## src/rtl/stopwatch_pkg.sv

```systemverilog
// rtl/stopwatch_pkg.sv - shared state type, digit limits and BCD step helper
package stopwatch_pkg;

  typedef enum logic [1:0] {
    IDLE  = 2'd0,
    RUN   = 2'd1,
    PAUSE = 2'd2
  } state_t;

  localparam logic [3:0] DIGIT_MAX = 4'd9;
  localparam logic [3:0] TENS_MAX  = 4'd5;

  // Next BCD value for a digit with the given maximum; anything at or above
  // the maximum wraps to zero so a digit can never leave its legal range.
  function automatic logic [3:0] bcd_next(input logic [3:0] d, input logic [3:0] max);
    return (d >= max) ? 4'd0 : d + 4'd1;
  endfunction

endpackage

```

## src/rtl/key_conditioner.sv

```systemverilog
// rtl/key_conditioner.sv - pushbutton synchroniser, debouncer and press pulse
module key_conditioner #(
  parameter int SYNC_STAGES     = 2,
  parameter int DEBOUNCE_CYCLES = 500000
) (
  input  logic Clock,
  input  logic Reset_n,
  input  logic key_n,
  output logic press
);

  localparam int CNT_W = $clog2(DEBOUNCE_CYCLES + 1);

  logic [SYNC_STAGES-1:0] sync_q;
  logic                   synced;
  logic [CNT_W-1:0]       cnt_q;
  logic                   level_q;
  logic                   level_d1;
  logic                   level_d2;

  assign synced = sync_q[SYNC_STAGES-1];

  // Shift the raw key through the synchroniser chain; reset reads as released.
  always_ff @(posedge Clock or negedge Reset_n) begin
    if (!Reset_n) begin
      sync_q <= '1;
    end else begin
      sync_q[0] <= key_n;
      for (int i = 1; i < SYNC_STAGES; i++) begin
        sync_q[i] <= sync_q[i-1];
      end
    end
  end

  // Accept a new level only after it has differed from the current one for
  // DEBOUNCE_CYCLES consecutive samples; any agreeing sample restarts the count.
  always_ff @(posedge Clock or negedge Reset_n) begin
    if (!Reset_n) begin
      cnt_q   <= '0;
      level_q <= 1'b1;
    end else if (synced != level_q) begin
      if (cnt_q == CNT_W'(DEBOUNCE_CYCLES - 1)) begin
        cnt_q   <= '0;
        level_q <= synced;
      end else begin
        cnt_q <= cnt_q + 1'b1;
      end
    end else begin
      cnt_q <= '0;
    end
  end

  // Two delay flops then a registered falling-edge detect, so the press pulse
  // lands SYNC_STAGES+DEBOUNCE_CYCLES+1 cycles after the key is first sampled low.
  always_ff @(posedge Clock or negedge Reset_n) begin
    if (!Reset_n) begin
      level_d1 <= 1'b1;
      level_d2 <= 1'b1;
      press    <= 1'b0;
    end else begin
      level_d1 <= level_q;
      level_d2 <= level_d1;
      press    <= level_d2 & ~level_d1;
    end
  end

endmodule

```

## src/rtl/bcd_stopwatch.sv

```systemverilog
// rtl/bcd_stopwatch.sv - mm:ss BCD stopwatch with start/stop and clear keys
module bcd_stopwatch
  import stopwatch_pkg::*;
#(
  parameter int SYNC_STAGES     = 2,
  parameter int DEBOUNCE_CYCLES = 500000
) (
  input  logic       Clock,
  input  logic       Reset_n,
  input  logic       tick,
  input  logic       key_start_n,
  input  logic       key_clear_n,
  output logic [3:0] sec_ones,
  output logic [3:0] sec_tens,
  output logic [3:0] min_ones,
  output logic [3:0] min_tens,
  output logic       running,
  output logic       rollover
);

  logic   start_evt;
  logic   clear_evt;
  state_t state_q;
  state_t state_d;
  logic   count_en;
  logic   sec_ones_max;
  logic   sec_tens_max;
  logic   min_ones_max;
  logic   min_tens_max;

  key_conditioner #(
    .SYNC_STAGES    (SYNC_STAGES),
    .DEBOUNCE_CYCLES(DEBOUNCE_CYCLES)
  ) u_key_start (
    .Clock  (Clock),
    .Reset_n(Reset_n),
    .key_n  (key_start_n),
    .press  (start_evt)
  );

  key_conditioner #(
    .SYNC_STAGES    (SYNC_STAGES),
    .DEBOUNCE_CYCLES(DEBOUNCE_CYCLES)
  ) u_key_clear (
    .Clock  (Clock),
    .Reset_n(Reset_n),
    .key_n  (key_clear_n),
    .press  (clear_evt)
  );

  // Ticks are judged against the current state, so a start that coincides
  // with a RUN tick still lets that tick count before pausing.
  assign count_en     = tick && (state_q == RUN);
  assign sec_ones_max = (sec_ones >= DIGIT_MAX);
  assign sec_tens_max = (sec_tens >= TENS_MAX);
  assign min_ones_max = (min_ones >= DIGIT_MAX);
  assign min_tens_max = (min_tens >= TENS_MAX);

  // State register.
  always_ff @(posedge Clock or negedge Reset_n) begin
    if (!Reset_n) begin
      state_q <= IDLE;
    end else begin
      state_q <= state_d;
    end
  end

  // Next state: clear beats start from any state; start toggles run/pause.
  always_comb begin
    state_d = state_q;
    if (clear_evt) begin
      state_d = IDLE;
    end else if (start_evt) begin
      case (state_q)
        IDLE:    state_d = RUN;
        RUN:     state_d = PAUSE;
        PAUSE:   state_d = RUN;
        default: state_d = IDLE;
      endcase
    end
  end

  // running mirrors the state register exactly by decoding the next state.
  always_ff @(posedge Clock or negedge Reset_n) begin
    if (!Reset_n) begin
      running <= 1'b0;
    end else begin
      running <= (state_d == RUN);
    end
  end

  // Digit chain: each digit steps only when every lower digit is at its maximum.
  always_ff @(posedge Clock or negedge Reset_n) begin
    if (!Reset_n) begin
      sec_ones <= 4'd0;
      sec_tens <= 4'd0;
      min_ones <= 4'd0;
      min_tens <= 4'd0;
    end else if (clear_evt) begin
      sec_ones <= 4'd0;
      sec_tens <= 4'd0;
      min_ones <= 4'd0;
      min_tens <= 4'd0;
    end else if (count_en) begin
      sec_ones <= bcd_next(sec_ones, DIGIT_MAX);
      if (sec_ones_max) begin
        sec_tens <= bcd_next(sec_tens, TENS_MAX);
        if (sec_tens_max) begin
          min_ones <= bcd_next(min_ones, DIGIT_MAX);
          if (min_ones_max) begin
            min_tens <= bcd_next(min_tens, TENS_MAX);
          end
        end
      end
    end
  end

  // One-cycle pulse after the 59:59 -> 00:00 wrap.
  always_ff @(posedge Clock or negedge Reset_n) begin
    if (!Reset_n) begin
      rollover <= 1'b0;
    end else begin
      rollover <= !clear_evt && count_en && sec_ones_max && sec_tens_max
                  && min_ones_max && min_tens_max;
    end
  end

endmodule

```

## config.mk

```make
export PLATFORM = sky130hd
export DESIGN_NAME = bcd_stopwatch
export DESIGN_NICKNAME = d
export VERILOG_FILES = /design/src/rtl/stopwatch_pkg.sv /design/src/rtl/key_conditioner.sv /design/src/rtl/bcd_stopwatch.sv
export SDC_FILE = /design/constraint.sdc
export NUM_CORES = 1
export LEC_CHECK = 0
export CAP_MARGIN = 0
export CORE_ASPECT_RATIO = 0.9
export CORE_MARGIN = 10
export CORE_UTILIZATION = 35
export CTS_CLUSTER_DIAMETER = 40
export DETAILED_ROUTE_END_ITERATION = 6
export GPL_ROUTABILITY_DRIVEN = 0
export GPL_TIMING_DRIVEN = 0
export PLACE_DENSITY = 0.62
export REMOVE_ABC_BUFFERS = 1
export SYNTH_ARGS = -nofsm -noshare
export SYNTH_HDL_FRONTEND = slang
export SYNTH_SLANG_ARGS = --single-unit
export TNS_END_PERCENT = 1
```

## constraint.sdc

```tcl
create_clock -name Clock -period 6.8 [get_ports Clock]
set_clock_uncertainty 0.15 [all_clocks]
set_input_delay 1.02 -clock Clock [delete_from_list [all_inputs] [get_ports Clock]]
set_output_delay 1.02 -clock Clock [all_outputs]
set_load 0.05 [all_outputs]
```

# == Yosys cells after proc, flatten, opt, wreduce, memory -nomap -nowiden ==
# Cells that the tools add are included.
# word_totals
reg_bits,70
wordCells,83
# classes
add_sub_neg,6
order_cmp,4
eq_ne,7
n_mux,25
bitwise,4
n_reduce_logical,18
# op_table
op,count
2-to-1 mux 19 bit,4
2-to-1 mux 4 bit,18
adder 19 x 1 -> 19 bit (second input constant),2
== test 19 bit (second input constant),2
adder 4 x 1 -> 4 bit (second input constant),4
greater-or-equal comparator 4 x 3 -> 1 bit (second input constant),2
greater-or-equal comparator 4 bit (second input constant),2
nonzero test 2 bit,4
logical AND 1 bit,6
AND reduction 2 bit,3
== test 2 x 1 -> 1 bit (second input constant),2
2-to-1 mux 2 bit,2
case mux 2 bit (2 select lines),1
AND reduction 4 bit,1
AND reduction 3 bit,1
AND 1 bit,2
== test 2 bit (second input constant),1
zero test 2 bit,1
!= test 1 bit,2
NOT 1 bit,2
OR reduction 2 bit,1
zero test 1 bit,1

# == Depth between registers and ports, before layout ==
# depth
ltp_word,7
ltp_mapped,6
mapped_depth_nobuf,6

# == By module ==
# From an unflattened synthesis, not the netlist that was laid out.
# hier_totals
cells_unflattened,332
area_unflattened_um2,3513.4
# by_module_without_submodules
module,n_inst,cells_each,area_per_inst_um2,seq_area_each_um2
bcd_stopwatch,1,116,1183.6,500.5
key_conditioner (u_key_start),1,109,1167.4,631.9
key_conditioner (u_key_clear),1,107,1162.4,631.9

# == Least setup slack after synthesis ==
# OpenSTA, ideal clock, no wires.
# synth_path
path_type,register to register
start,register min_ones[1]
end,register min_ones[0]
setup_ns,0.084
arrival_ns,2.314
required_time_ns,6.566
setup_slack_ns,4.251
path_stages_with_launch,7
path_buffers,0
period_less_slack_ns,2.549
cell_sequence,dfrtp_1 -> inv_1 -> ha_1 -> or3b_2 -> a21oi_1 -> or4b_1 -> o21ai_0
# synth_between
elab_chain_len,6
# synth_lines
element,line,source
"start, declared",bcd_stopwatch.sv:15,"output logic [3:0] min_ones,"
"start signal, assigned",bcd_stopwatch.sv:109,"min_ones <= bcd_next(min_ones, DIGIT_MAX);"
greater-or-equal comparator 4 bit,stopwatch_pkg.sv:16,return (d >= max) ? 4'd0 : d + 4'd1;
2-to-1 mux 4 bit,stopwatch_pkg.sv:16,
2-to-1 mux 4 bit,bcd_stopwatch.sv:108,if (sec_tens_max) begin
2-to-1 mux 4 bit,bcd_stopwatch.sv:106,if (sec_ones_max) begin
2-to-1 mux 4 bit,bcd_stopwatch.sv:104,end else if (count_en) begin
2-to-1 mux 4 bit,bcd_stopwatch.sv:99,end else if (clear_evt) begin
# No other way between the ends. The select of a mux whose other input is x is not followed.
# A chain may end at the register's enable or synchronous reset.

# == Final worst setup path ==
# layout_path
start,register min_tens[2]
end,output port min_tens[2]
# layout_lines
element,line,source
"start, declared",bcd_stopwatch.sv:16,"output logic [3:0] min_tens,"
"start signal, assigned",bcd_stopwatch.sv:111,"min_tens <= bcd_next(min_tens, TENS_MAX);"
# No word-level cell between the ends.

==> results.py <==
metrics = {
    "run_status": {
        "status": "complete, no violations",
    },
    "power": {
        "p_int_uw": 663.0,
        "power_frac_clock_pct": 46.3,
        "p_leak_uw": 0.001624,
        "p_seq_share_pct": 51.3,
        "p_sw_share_pct": 19.95,
        "p_per_area_nw_per_um2": 208.0,
        "max-vdd-ir-drop_v": 0.00009049,
        "switchingPower_uw": 165.2,
        "p_comb_share_pct": 2.4,
    },
    "critical_path": {
        "r2r_end": "min_tens[2]",
        "worstSetupStartpoint": "min_tens[2]",
        "crit_arrival_ns": 1.65,
        "crit_path_end_kind": "output pin",
        "start_kind": "register",
        "reg2regPathDepth": 6,
        "cp_num_buf_inv": 1,
        "r2r-start": "sec_ones[1]",
        "crit_fanout": 7,
        "required_ns": 5.63,
        "crit_chain": "clkdlybuf4s50_1",
        "crit_slowest_cell": "clkdlybuf4s50_1",
        "critical_path_class": "reg -> out",
        "max_stage_delay_ns": 0.85,
        "r2r_setup_slack_ns": 4.32,
        "crit_family": "buffers and inverters",
    },
    "route": {
        "first_iter_violations": 128,
        "num_vias": 2472,
        "drtAntennaViolNets": 0,
        "drt-total-wl_um": 6230,
        "wl_per_cell_um": 12.79,
        "vias_per_cell": 5.076,
        "route.detailed.drc": 0,
        "firstDrtPassIters": 4,
    },
    "timing": {
        "rsz0062_at_grt": "false",
        "finalCritPeriodShare_pct": 41.45,
        "final_max_slew_viol_count": 0,
        "fmax_ghz": 0.3548,
        "setup_viol": 0,
        "whs_ns": 0.2067,
        "hold_violations": 0,
        "setup_tns_ns": 0,
        "relSlewSlack_pct": 15.25,
        "worst_slew_pin_slew_ns": 1.263,
        "fin_crit_ns": 2.819,
    },
    "cells_and_area": {
        "area_growth_syn_to_layout_pct": 17.19,
        "diodes": 0,
        "fin_cells": 487,
        "final_nets": 375,
        "fillers": 950,
        "finalCoreUtilization_pct": 41.61,
        "drive_gt1_share_pct": 11.36,
    },
    "yosys": {
        "synth.most_common_cell": "dfrtp_1",
        "yosysTopAreaCellShare_pct": 44.18,
        "ys.flop_type": "dfrtp_1",
        "synthDistinctLibCells": 48,
        "ys.warnings.count": 0,
        "syn_area_sq_um": 3398,
        "yosysSeqAreaShare_pct": 51.91,
        "synth_edf_count": 0,
        "async_flop_share_pct": 100.0,
        "synth_cells": 329,
        "yosys-top-cells-count": "dfrtp_1 (60), nor2_1 (37), nand2_1 (22)",
        "ys_ff_latch": 70,
        "synth_area_per_cell_sq_um": 10.33,
        "netlist_top_cells_area": "dfrtp_1 (44%), dfstp_2 (7.7%), ha_1 (5.2%)",
        "yosys.area.top_type": "dfrtp_1",
    },
    "clock_tree": {
        "cts_resized": 0,
        "hold_buffers": 0,
        "cts_tree": "done",
        "path_clk_slew_ns": 0.07,
        "clk_latency_ns": 0.33,
        "cts_root_buffer": "clkbuf_8",
        "clockBufferDepth": 2,
        "cts_setup_buffers": 0,
        "cts-buffers-inserted": 9,
        "htree_levels": 3,
        "cts.sinks": 70,
    },
    "floorplan": {
        "die_x_um": 123.9,
        "num_rows": 34,
        "die_area_sq_um": 14060,
        "ios": 23,
        "core_area_sq_um": 9572,
        "die_h_um": 113.5,
        "start_util_pct": 35.50,
    },
    "global_routing": {
        "grt_pass1_vias": 2341,
        "antenna_found_initial": 0,
        "grt_max_degree": 71,
        "grt_pass1_wl_um": 10650,
        "grt_overflow": 0,
        "track_usage_pct": 9.166,
    },
    "job": {
        "maxCapViolations": 0,
    },
    "placed_design": {
        "place_inst": 471,
        "hpwl_um": 4305,
        "io_buffers": 22,
    },
    "hold_path": {
        "hold_class": "reg -> reg",
        "hold-path-endpoint": "u_key_start.sync_q[1]",
        "hp-start": "u_key_start.sync_q[0]",
        "hold_path_depth": 0,
    },
}
## cells in the final DEF, fill, tap and decap left out, types with 4 or more instances in the layout
master and instances:
nand2_1 22, inv_1 19, nor4_1 10, a21oi_1 16, or4_1 4, ha_1 14
dfrtp_1 60, xor2_1 10, mux2i_1 4, nand4_1 11, clkbuf_8 12, xnor2_1 18
nor3_1 5, nor2_1 37, dfstp_2 10, clkdlybuf4s50_1 21, nand3_1 15, o21ai_0 12
or3_1 10
## routing by layer
metal | vias up | track usage (%) | wire [um]
met5 | - | 0 | 0
li1 | 1217 | - | -
met1 | 1210 | 11.39 | 3017
met4 | 0 | 3.258 | 72
met2 | 37 | 14.51 | 2786
met3 | 8 | 3.014 | 354
## flip-flops by register name, indices dropped and copies added, names as in the netlist, 2 cells and up
| register | flops |
|---|---|
| min_ones | 4 |
| min_tens | 4 |
| u_key_start.cnt_q | 19 |
| sec_tens | 4 |
| u_key_start.sync_q | 2 |
| sec_ones | 4 |
| u_key_clear.cnt_q | 19 |
| state_q | 2 |
| u_key_clear.sync_q | 2 |
## how the worst max path moves through the flow
stage | endpoint | slack (ns) | cells after the start
global route | min_tens[3] | 3.87 | 5
CTS | min_tens[0] | 3.98 | 1
global placement | u_key_clear.cnt_q[7] | 2.16 | 1
finish | min_tens[2] | 3.98 | 1
floorplan | min_ones[0] | 4.25 | 6
detailed placement | min_tens[1] | 3.65 | 5
## cells by family (layout without fill, tap and decap cells)
| family | Yosys count | count (layout) | share of synthesized area (%) |
|---|---|---|---|
| flops | 70 | 70 | 51.91 |
| xor+xnor | 28 | 28 | 7.216 |
| mux | 7 | 7 | 2.172 |
| compound gates | 45 | 45 | 8.579 |
| simple gates | 140 | 140 | 22.13 |
| fa+ha+maj | 14 | 14 | 5.155 |
| buf+inv | 25 | 57 | 2.835 |
## per-stage QoR
stage	area [sq um]	setup slack (ns)	power, uW
after global placement	3751	2.158	453.2
after floorplan	3373	4.251	440.0
final	3983	3.981	828.2
after global routing	3983	3.871	863.4
after detailed placement	3749	3.651	453.8
after CTS	3983	3.979	843.0
## layout make-up
cell class                      count  area [sq um]  share of cell area (%)
Sequential cell                    70          1764                   44.30
Clock buffer                       13         168.9                   4.241
Timing Repair Buffer               22         217.7                   5.467
Inverter                           19         71.32                   1.791
Tap cell                          126         157.7                   3.959
Multi-Input combinational cell    234          1538                   38.61
Clock inverter                      3         65.06                   1.634
## power groups by stage
stage / sequential (uW) / clock [uW] / combinational, uW
final: 425 / 383 / 19.7
after global routing: 425 / 414 / 23.6
after CTS: 425 / 397 / 20.9
after detailed placement: 433 / 0 / 20.9
after global placement: 433 / 0 / 20.5
after floorplan: 432 / 0 / 7.81
Note: power is estimated with default switching activity, not from simulation.
